File: src/rtl/seq_shiftadd_mult.sv
// seq_shiftadd_mult: iterative shift-add multiplier, one multiplier bit per lane per cycle,
// signed/unsigned operands and a two-lane halved-precision mode.
module seq_shiftadd_mult #(
    parameter int WIDTH = 8,
    localparam int PW = 2 * WIDTH
) (
    input  logic            clk,
    input  logic            rst,
    input  logic            in_valid,
    output logic            in_ready,
    input  logic [WIDTH-1:0] multiplicand,
    input  logic [WIDTH-1:0] multiplier,
    input  logic            a_signed,
    input  logic            b_signed,
    input  logic            halved_precision,
    output logic            out_valid,
    input  logic            out_ready,
    output logic [PW-1:0]   product
);
    localparam int H = WIDTH / 2;
    localparam int CW = $clog2(WIDTH);

    if (WIDTH % 2 != 0 || WIDTH < 4) begin : gBadWidth
        $error("seq_shiftadd_mult: WIDTH must be even and >= 4");
    end

    typedef enum logic [1:0] {IDLE, BUSY, DONE} stateT;

    stateT           state;
    logic [PW-1:0]   accum;
    logic [CW-1:0]   count;
    logic [WIDTH-1:0] aReg;
    logic [WIDTH-1:0] bReg;
    logic            aSigned;
    logic            bSigned;
    logic            halved;

    logic [PW-1:0]   extA;
    logic [PW-1:0]   fullNext;
    logic [PW-1:0]   halfNext;
    logic [PW-1:0]   nextAcc;
    logic [CW-1:0]   hiIdx;
    logic            laneSub;
    logic            lastBit;

    // One lane step: the H-bit lane operand is extended to WIDTH so lanes wrap independently.
    function automatic logic [WIDTH-1:0] laneStep(
        input logic [WIDTH-1:0] accIn,
        input logic [H-1:0]     a,
        input logic             bitSet,
        input logic             sgnA,
        input logic             sub,
        input logic [CW-1:0]    sh
    );
        logic [WIDTH-1:0] term;
        term = (sgnA ? {{H{a[H-1]}}, a} : {{H{1'b0}}, a}) << sh;
        return !bitSet ? accIn : sub ? accIn - term : accIn + term;
    endfunction

    always_comb begin
        extA = aSigned ? {{WIDTH{aReg[WIDTH-1]}}, aReg} : {{WIDTH{1'b0}}, aReg};
        fullNext = !bReg[count] ? accum
                 : (bSigned && count == CW'(WIDTH-1)) ? accum - (extA << count)
                 : accum + (extA << count);
        hiIdx = CW'(H) + count;
        laneSub = bSigned && count == CW'(H-1);
        halfNext = {laneStep(accum[PW-1:WIDTH], aReg[WIDTH-1:H], bReg[hiIdx], aSigned, laneSub, count),
                    laneStep(accum[WIDTH-1:0], aReg[H-1:0], bReg[count], aSigned, laneSub, count)};
        nextAcc = halved ? halfNext : fullNext;
        lastBit = count == (halved ? CW'(H-1) : CW'(WIDTH-1));
    end

    always_ff @(posedge clk or posedge rst) begin
        if (rst) begin
            state     <= IDLE;
            in_ready  <= 1'b1;
            out_valid <= 1'b0;
            product   <= '0;
            accum     <= '0;
            count     <= '0;
            aReg      <= '0;
            bReg      <= '0;
            aSigned   <= 1'b0;
            bSigned   <= 1'b0;
            halved    <= 1'b0;
        end else begin
            case (state)
                IDLE: if (in_valid) begin
                    aReg     <= multiplicand;
                    bReg     <= multiplier;
                    aSigned  <= a_signed;
                    bSigned  <= b_signed;
                    halved   <= halved_precision;
                    accum    <= '0;
                    count    <= '0;
                    in_ready <= 1'b0;
                    state    <= BUSY;
                end
                BUSY: begin
                    accum <= nextAcc;
                    count <= count + 1'b1;
                    if (lastBit) begin
                        product   <= nextAcc;
                        out_valid <= 1'b1;
                        state     <= DONE;
                    end
                end
                DONE: if (out_ready) begin
                    out_valid <= 1'b0;
                    in_ready  <= 1'b1;
                    state     <= IDLE;
                end
                default: state <= IDLE;
            endcase
        end
    end
endmodule

File: config.mk
export PLATFORM = sky130hd
export DESIGN_NAME = seq_shiftadd_mult
export DESIGN_NICKNAME = d
export VERILOG_FILES = /design/src/rtl/seq_shiftadd_mult.sv
export SDC_FILE = /design/constraint.sdc
export NUM_CORES = 1
export LEC_CHECK = 0
export ABC_CLOCK_PERIOD_IN_PS = 5600
export CORE_UTILIZATION = 30
export DETAILED_ROUTE_END_ITERATION = 8
export GPL_ROUTABILITY_DRIVEN = 0
export GPL_TIMING_DRIVEN = 0
export HOLD_SLACK_MARGIN = 0.15
export PLACE_DENSITY = 0.52
export SYNTH_ARGS = -nofsm -noshare
export SYNTH_HDL_FRONTEND = slang
export SYNTH_SLANG_ARGS = --single-unit
export TNS_END_PERCENT = 50
File: constraint.sdc
create_clock -name clk -period 5.6 [get_ports clk]
set_input_delay 1.12 -clock clk [delete_from_list [all_inputs] [get_ports clk]]
set_output_delay 1.12 -clock clk [all_outputs]
set_load 0.02 [all_outputs]
==> After elaboration in Yosys (flattened, before gate mapping) <==
Cells that the tools add are included.
{ "op_classes": {"add_sub_neg": 8, "order_cmp": 2, "n_eq_ne": 8, "shift": 3, "muxes": 29, "n_reduce_logical": 12} }
{ "op_table": {"columns": ["operator", "n"], "rows": [
  ["16-bit 2-to-1 mux", 5],
  ["8-bit 2-to-1 mux", 6],
  ["16-bit one-hot mux with 2 select lines", 1],
  ["16-bit adder", 1],
  ["8-bit adder", 2],
  ["16-bit by 3-bit << shifter with 16-bit output", 1],
  ["8-bit by 3-bit << shifter with 8-bit output", 2],
  ["16-bit subtractor", 1],
  ["8-bit subtractor", 2],
  ["3-bit AND reduction", 3],
  ["3-bit by 4-bit < comparator with 1-bit output, second input constant", 2],
  ["1-bit binary-select mux with 3-bit select", 2],
  ["1-bit 2-to-1 mux", 6],
  ["2-bit 2-to-1 mux", 3],
  ["3-bit 2-to-1 mux", 2],
  ["2-bit != test, second input constant", 3],
  ["2-bit one-hot mux with 3 select lines", 1],
  ["3-bit one-hot mux with 2 select lines", 1],
  ["2-bit AND reduction", 3],
  ["2-bit nonzero test", 3],
  ["1-bit one-hot mux with 2 select lines", 2],
  ["3-bit by 1-bit adder with 3-bit output, second input constant", 1],
  ["3-bit adder, first input constant", 1],
  ["3-bit by 2-bit equality test with 1-bit output, second input constant", 1],
  ["other kinds (6)", 7]
]} }
{ "word_totals": {"regBits": 58, "in_bits": 23, "out_inout_bits": 18, "word_cells": 73} }

==> Logic depth before layout (Yosys ltp) <==
{ "logic_depth": {"word_depth": 7, "ltp_mapped": 20, "depth_no_buf": 17} }

==> Least setup slack after synthesis <==
OpenSTA, ideal clock, no wires.
{ "synth_timing": {"kind": "register -> register", "startpoint": "reg count[2]", "endpoint": "reg product[15]", "setup_time_ns": 0.129, "arrival_ns": 3.919, "t_required_ns": 5.471, "slack_ns": 1.553, "stages_incl_launch_ff": 19, "path_buffers": 3, "synth_period_minus_slack_ns": 4.047, "path_cell_list": "dfrtp_1 > buf_2 > buf_2 > clkbuf_1 > or3_1 > ha_1 > o21ai_0 > nor3_1 > a21o_1 > xnor2_1 > ha_1 > a21oi_1 > o21ai_0 > o311ai_0 > o21ai_0 > o311ai_0 > nor3_1 > nor4_1 > o31ai_1"} }
{ "synth_between": {"elab_chain_len": 5, "word_cells_on_any_way": 22, "cone_classes": "add/sub (5); eq/ne (3); shift (2); mux (9); reduce/logical (3)"} }
{ "synth_rtl": {"columns": ["element", "line_no", "text"], "rows": [
  ["start: declaration", "31", "logic [CW-1:0] count;"],
  ["start signal: assignment", "101", "count <= count + 1'b1;"],
  ["16-bit by 3-bit << shifter with 16-bit output, or another cell as far along", "63, 64", null],
  ["16-bit adder, or another cell as far along", "64", ": accum + (extA << count);"],
  ["16-bit 2-to-1 mux, or another cell as far along", "63", ": (bSigned && count == CW'(WIDTH-1)) ? accum - (extA << count)"],
  ["16-bit 2-to-1 mux or 8-bit 2-to-1 mux (tied branches)", "62, 57", null],
  ["16-bit 2-to-1 mux", "69", "nextAcc = halved ? halfNext : fullNext;"],
  ["end signal: assignment", "103", "product <= nextAcc;"],
  ["end: declaration", "18", "output logic [PW-1:0] product"]
]} }
Parallel ways exist; a longest one is shown, timed or not. The select of a mux whose other input is x is not followed.
A chain may end at the register's enable or synchronous reset.

==> Worst setup path after layout <==
{ "layout_timing": {"startpoint": "reg count[2]", "endpoint": "reg accum[15]"} }
{ "layout_between": {"elab_chain_len": 6, "word_cells_on_any_way": 21, "cone_classes": "add/sub (5); eq/ne (2); shift (2); mux (10); reduce/logical (2)"} }
{ "layout_rtl": {"columns": ["element", "line_no", "text"], "rows": [
  ["16-bit by 3-bit << shifter with 16-bit output, or another cell as far along", "63, 64", null],
  ["16-bit adder, or another cell as far along", "64", null],
  ["16-bit 2-to-1 mux, or another cell as far along", "63", null],
  ["16-bit 2-to-1 mux or 8-bit 2-to-1 mux (tied branches)", "62, 57", null],
  ["16-bit 2-to-1 mux *", "69", null],
  ["16-bit one-hot mux with 2 select lines *", "87", "case (state)"],
  ["end signal: assignment", "100", "accum <= nextAcc;"],
  ["end: declaration", "30", "logic [PW-1:0] accum;"]
]} }
Every way passes the cells marked *; elsewhere a longest branch is shown, timed or not. The select of a mux whose other input is x is not followed.

==> flow_summary.yaml <==
outcome:
  status: "complete, no violations"
yosys:
  synth-xor-area-share_pct: 7.334
  syn_area_per_cell_um2: 7.759
  synth.net_count: 745
  syn_area_um2: 5323
  synth_top_area_share_pct: 26.80
  synth_fa_ha_area_share_pct: 8.886
  synth_edf_count: 0
  synth.area.mux_share_pct: 6.088
  synth-simple-area-share_pct: 22.99
  synth_top_family_by_area: "simple AND/OR/NAND/NOR gates"
  yosysTopAreaCell: "dfrtp_1"
  synth_ff_type: "dfrtp_1"
  synth-compound-area-share_pct: 22.40
  yosysSeqAreaShare_pct: 27.29
  synth_area_leaders: "dfrtp_1 (27%), nand2_1 (9.7%), ha_1 (7.8%)"
  syn_inst: 686
  async_flop_share_pct: 100.0
  ys_seq_elements: 58
  yosys.cell_types.count: 73
  synth_warnings: 0
worst_setup_path:
  endpoint_kind: "flop"
  r2r-start: "count[2]"
  crit_start: "count[2]"
  max_stage_delay_ps: 530
  ff2ff_setup_slack_ps: 640
  critical_path_required_ps: 5820
  path_delay_family: "compound AO/OA/AOI/OAI gates"
  cp.arrival_ps: 5170
  path_cells: "buf_2, inv_1, buf_2, buf_1, nand3_1, ha_1, o21ai_0, o21ai_0, xor2_1, ha_1, a21oi_1, nand2_1, o21ai_0, o21ai_0, o311ai_0, nor3_1, o311ai_1, o21ai_1"
  crit_top_cell: "o21ai_0"
  crit_end: "accum[15]"
  cp.depth: 18
  r2r-end: "accum[15]"
  cp-start-kind: "flop"
  worst_path_max_delay_cell: "o21ai_0"
  critPathMaxFanout: 10
  reg2reg_depth: 18
  path_buf_inv: 4
  setup.worst_path.class: "reg2reg"
cts:
  htree_levels: 3
  postCtsHoldBufs: 0
  cts-resized-gates: 0
  numClockSinks: 58
  cts.path.max_buffers: 2
  clk_pin_slew_ps: 60
  cts-root-buf: "clkbuf_16"
  post_cts_buffers: 0
  clkLatencyLatePin_ps: 350
  cts_buffers: 9
  cts_tree: "built"
sta:
  hold_viol: 0
  period_minus_slack_ps: 4956
  finalCritPeriodShare_pct: 88.49
  finalSetupTns_ps: 0
  fmax_ghz: 0.2018
  tightest_slew_ps: 775.7
  finalClockSkew_ps: 8.423
  rsz0062_at_grt: "false"
  drv_slew: 0
  report.final.setup_viol: 0
  maxSlewHeadroom_pct: 48.10
cells_and_area:
  regArea_um2: 1453
  area_growth_pct: 18.36
  fin_nets: 797
  drive_gt1_share_pct: 6.595
  fin_cells: 968
  multi_input_area_um2: 3603
  diodes: 0
  fillers: 1867
die:
  fp.dieArea_um2: 18280
  placement_rows: 48
  die_y_um: 135.2
  io_pins: 41
  core_area_um2: 17300
  fp.dieW_um: 135.2
  start_util_pct: 30.77
drt:
  antenna_left: 0
  top_layer_used: "met4"
  drt_iter0_markers: 339
  dr_wl_met2_mm: 6.848
  wl_met3_um: 674
  vias: 4979
  dr.pass1.iters: 5
  viasPerCell: 5.144
  wire_per_inst_um: 16.23
  drcViolationCount: 0
  routed_wl_mm: 15.71
  wl_met1_mm: 7.924
min_path:
  hold_path.class: "reg2reg"
  min_path_cells: 2
  min-delay-start: "bReg[3]"
global_route:
  gr-total-overflow: 0
  grt_antenna_before_repair: 0
  grt_max_degree: 38
  grt_pass1_vias: 4688
  grt_pass1_wl_mm: 25.97
  track_usage_pct: 18.75
flow_run:
  cap_violations: 0
place:
  placed_cells: 952
  io_buffers: 40
  post-dp-hpwl_mm: 12.31
-- stage by stage --
stage | util (%) | cell area (um^2) | hold slack [ps] | setup slack, ps
6_report | 36.42 | 6300 | 468.6 | 644.4
3_3_place_gp | 34.72 | 6005 | 455.1 | 570.7
3_5_place_dp | 34.83 | 6025 | 460.7 | 664.9
5_1_grt | 36.42 | 6300 | 492.8 | 177.9
2_1_floorplan | - | 5323 | 440.3 | 1553
4_1_cts | 36.42 | 6300 | 473.1 | 613.2
-- tightest hold or removal path, delay by kind of cell, from the launching register on --
kind | cells | cell delay [ps]
DFF | 1 | 330
and+or+nand+nor | 2 | 100
-- cells by family (layout without fill, tap and decap cells) --
logic type                 after synthesis  in the layout
AOI/OAI and AO/OA                      184            184
adders and majority gates               36             36
buffers and inverters                   61            118
and+or+nand+nor                        278            278
xor gates and xnor gates                43             43
muxes                                   26             26
DFF                                     58             58
-- cells in the final DEF, fill, tap and decap left out, types with 15 or more instances in the layout --
| cell type | count |
|---|---|
| nand2_1 | 138 |
| o21ai_0 | 63 |
| nor2_1 | 59 |
| dfrtp_1 | 57 |
| clkdlybuf4s50_1 | 40 |
| a21oi_1 | 36 |
| ha_1 | 33 |
| clkbuf_1 | 24 |
| inv_1 | 22 |
| nand3_1 | 22 |
| xnor2_1 | 22 |
| xor2_1 | 20 |
| o31ai_1 | 15 |
-- final cells by class --
type / instances / area share (%)
well taps: 225 / 4.469
inverters: 24 / 1.430
clock inverters: 3 / 0.2383
clock buffers: 13 / 4.131
repair buffers: 41 / 6.673
flip-flops and latches: 58 / 23.06
plain buffers: 37 / 2.800
multi-input cells: 567 / 57.20
-- sequential cells by signal (all words and copies together), names as in the netlist --
signal     flops
aReg           8
count          3
accum         16
halved         1
bReg           8
aSigned        1
state          2
out_valid      1
bSigned        1
in_ready       1
product       16
-- worst min-delay path by stage --
stage	to	slack, ps
floorplan	bReg[2]	440
global placement	bReg[3]	460
detailed placement	bReg[3]	460
CTS	bReg[3]	470
global route	product[1]	490
finish	bReg[3]	470
-- Yosys cell counts (4+ instances only) --
cell type,number
ha_1,33
a21o_1,8
nor2b_1,9
a21oi_1,36
inv_1,23
o21ai_1,4
dfrtp_1,57
nand2_1,138
nand2b_1,6
mux2i_1,14
a31oi_1,9
buf_1,4
mux2_1,4
nor3_1,13
buf_2,6
xnor2_1,22
clkbuf_1,22
o211ai_1,4
or3_1,7
and2_1,10
o31ai_1,15
xor2_1,20
a211oi_1,4
nand3_1,22
o21ai_0,63
a211o_1,4
nor2_1,59
-- per-layer routing --
layer | global-route usage (%) | vias to the layer above
met4 | 6.492 | 0
li1 | - | 2524
met1 | 26.40 | 2320
met3 | 3.591 | 16
met5 | 0 | -
met2 | 28.46 | 119
Power is left out: the tool's default activity adds up to more than one toggle a clock period on the data nets, which glitch-free logic cannot reach.
==> RTL edit: new RTL, same settings <==
`WIDTH`: 8 -> 16.
--- a/src/rtl/seq_shiftadd_mult.sv
+++ b/src/rtl/seq_shiftadd_mult.sv
@@ -1,7 +1,7 @@
 // seq_shiftadd_mult: iterative shift-add multiplier, one multiplier bit per lane per cycle,
 // signed/unsigned operands and a two-lane halved-precision mode.
 module seq_shiftadd_mult #(
-    parameter int WIDTH = 8,
+    parameter int WIDTH = 16,
     localparam int PW = 2 * WIDTH
 ) (
     input  logic            clk,
Interface: changed (resized multiplicand, multiplier and product); port bits go from 41 to 73. No check against the original RTL was run, so the function may have changed too.
==> RTL edit against the unedited design <==
Sequential cell count rose by 49; highest routed layer unchanged; final area increased by 110%; utilization is 0.84 points lower; wire length increased to 2.5 times the old value; critical path depth up 1; setup slack lost 0.52 ns; synthesized area up 110%; clock skew grew 0.0090 ns; global-route usage is 2.3 points higher.
Power is left out: the tool's default activity adds up to more than one toggle a clock period on the data nets, which glitch-free logic cannot reach.
==> RTL edit: results (changes against the unedited design) <==
metric	value	unit	change
status	finished, final reports clean		unchanged
synth.area.mux_share	9.37	%	was 6.09%
synth_common_cells	nand2_1 (248), o21ai_0 (132), dfrtp_1 (106), nor2_1 (97), a21oi_1 (85)		was nand2_1 (138), o21ai_0 (63), nor2_1 (59), dfrtp_1 (57), a21oi_1 (36)
viasPerCell	5.60		was 5.14
drive_above_1_share	9.25	%	was 6.59%
hpwl	31600	um	was 12300 um
synth_xor_area_share	6.78	%	was 7.33%
synth_area_leaders	dfrtp_1 (24%), nand2_1 (8.4%), ha_1 (7.1%)		was dfrtp_1 (27%), nand2_1 (9.7%), ha_1 (7.8%)
synth_compound_area_share	24.2	%	was 22.4%
drt_iter0_drc	903		was 339
grt_usage	21.0	%	was 18.8%
slew_headroom	39.6	%	was 48.1%
numPortBuffers	72		was 40
seq_area_frac_synth	24.1	%	was 27.3%
slowest_delay	0.59	ns	was 0.53 ns
placed_area	0.0124	mm2	was 0.00602 mm2
hp-start	bReg[11]$_DFFE_PP0P_		was bReg[3]$_DFFE_PP0P_
grt_pass1_vias	10500		was 4688
clk_pin_slew	0.08	ns	was 0.06 ns
drt_wl_total	39900	um	was 15700 um
largestRegisters	accum (32), product (32)		was accum (16), product (16)
drtPass1Iterations	6		was 5
dp_worst_setup_slack	-0.704	ns	was 0.665 ns
yosys.area_share.adder	7.64	%	was 8.89%
grt_max_degree	66		was 38
slowest_stage	mux4_2		was o21ai_0
rr_startpoint	count[0]$_DFFE_PP0P_		was count[2]$_DFFE_PP0P_
grt_first_pass_wirelength	61700	um	was 26000 um
skew	0.0174	ns	was 0.00842 ns
syn_to_final_growth	17.0	%	was 18.4%
[RTL edit: kinds of logic (layout without fill, tap and decap cells)]
| family | Yosys count | count (layout) |
|---|---|---|
| buf+inv | 128 | 221 |
| mux | 68 | 68 |
| simple gates | 560 | 560 |
| xor+xnor | 86 | 86 |
| fa+ha+maj | 66 | 66 |
| compound gates | 417 | 417 |
| flops | 107 | 107 |
[RTL edit: what timing repair did]
item / 4_1_cts / 5_1_grt
gates resized for setup: 22 / 28
pin swaps: 1 / 3
buffers inserted: 1 / 5
setup endpoints to repair: 26 / 28
[RTL edit: routing by layer]
metal | wire length [um] | GRT usage (%)
met5 | 0 | 0
met4 | 1260 | 8.17
met3 | 2270 | 2.81
met2 | 17400 | 32.2
met1 | 19000 | 29.9
[RTL edit: final timing paths]
kind,end,slack (ns),cells after the start
min in group asynchronous,bReg[10]$_DFFE_PP0P_,1.13,2
setup reg to reg,accum[31]$_DFFE_PP0P_,0.12,19
hold / removal,bReg[11]$_DFFE_PP0P_,0.47,2
max in group asynchronous,product[21]$_DFFE_PP0P_,3.76,3
hold reg to reg,bReg[11]$_DFFE_PP0P_,0.47,2
setup / recovery,accum[31]$_DFFE_PP0P_,0.12,19
[RTL edit: tightest hold or removal path: stages, from the launching register on]
cell and delay (ns):
dfrtp_1 0.34, nand2_1 0.05, nand2_1 0.05
[RTL edit: final cells by class]
class	count	area [um2]
Fill cell	3856	23500
Multi-Input combinational cell	1197	8070
Sequential cell	107	2680
Timing Repair Buffer	79	793
Tap cell	468	586
Buffer	88	410
Clock buffer	9	225
Inverter	38	151
Clock inverter	7	81.3
[RTL edit: metrics by stage]
| stage | hold WS (ns) | instances | util, % |
|---|---|---|---|
| final | 0.471 | 1993 | 35.6 |
| after global routing | 0.502 | 1993 | 35.6 |
| after CTS | 0.476 | 1990 | 35.2 |
| after detailed placement | 0.458 | 1973 | 34.1 |
| after global placement | 0.456 | 1972 | 34.0 |
| after floorplan | 0.440 | 1432 | - |
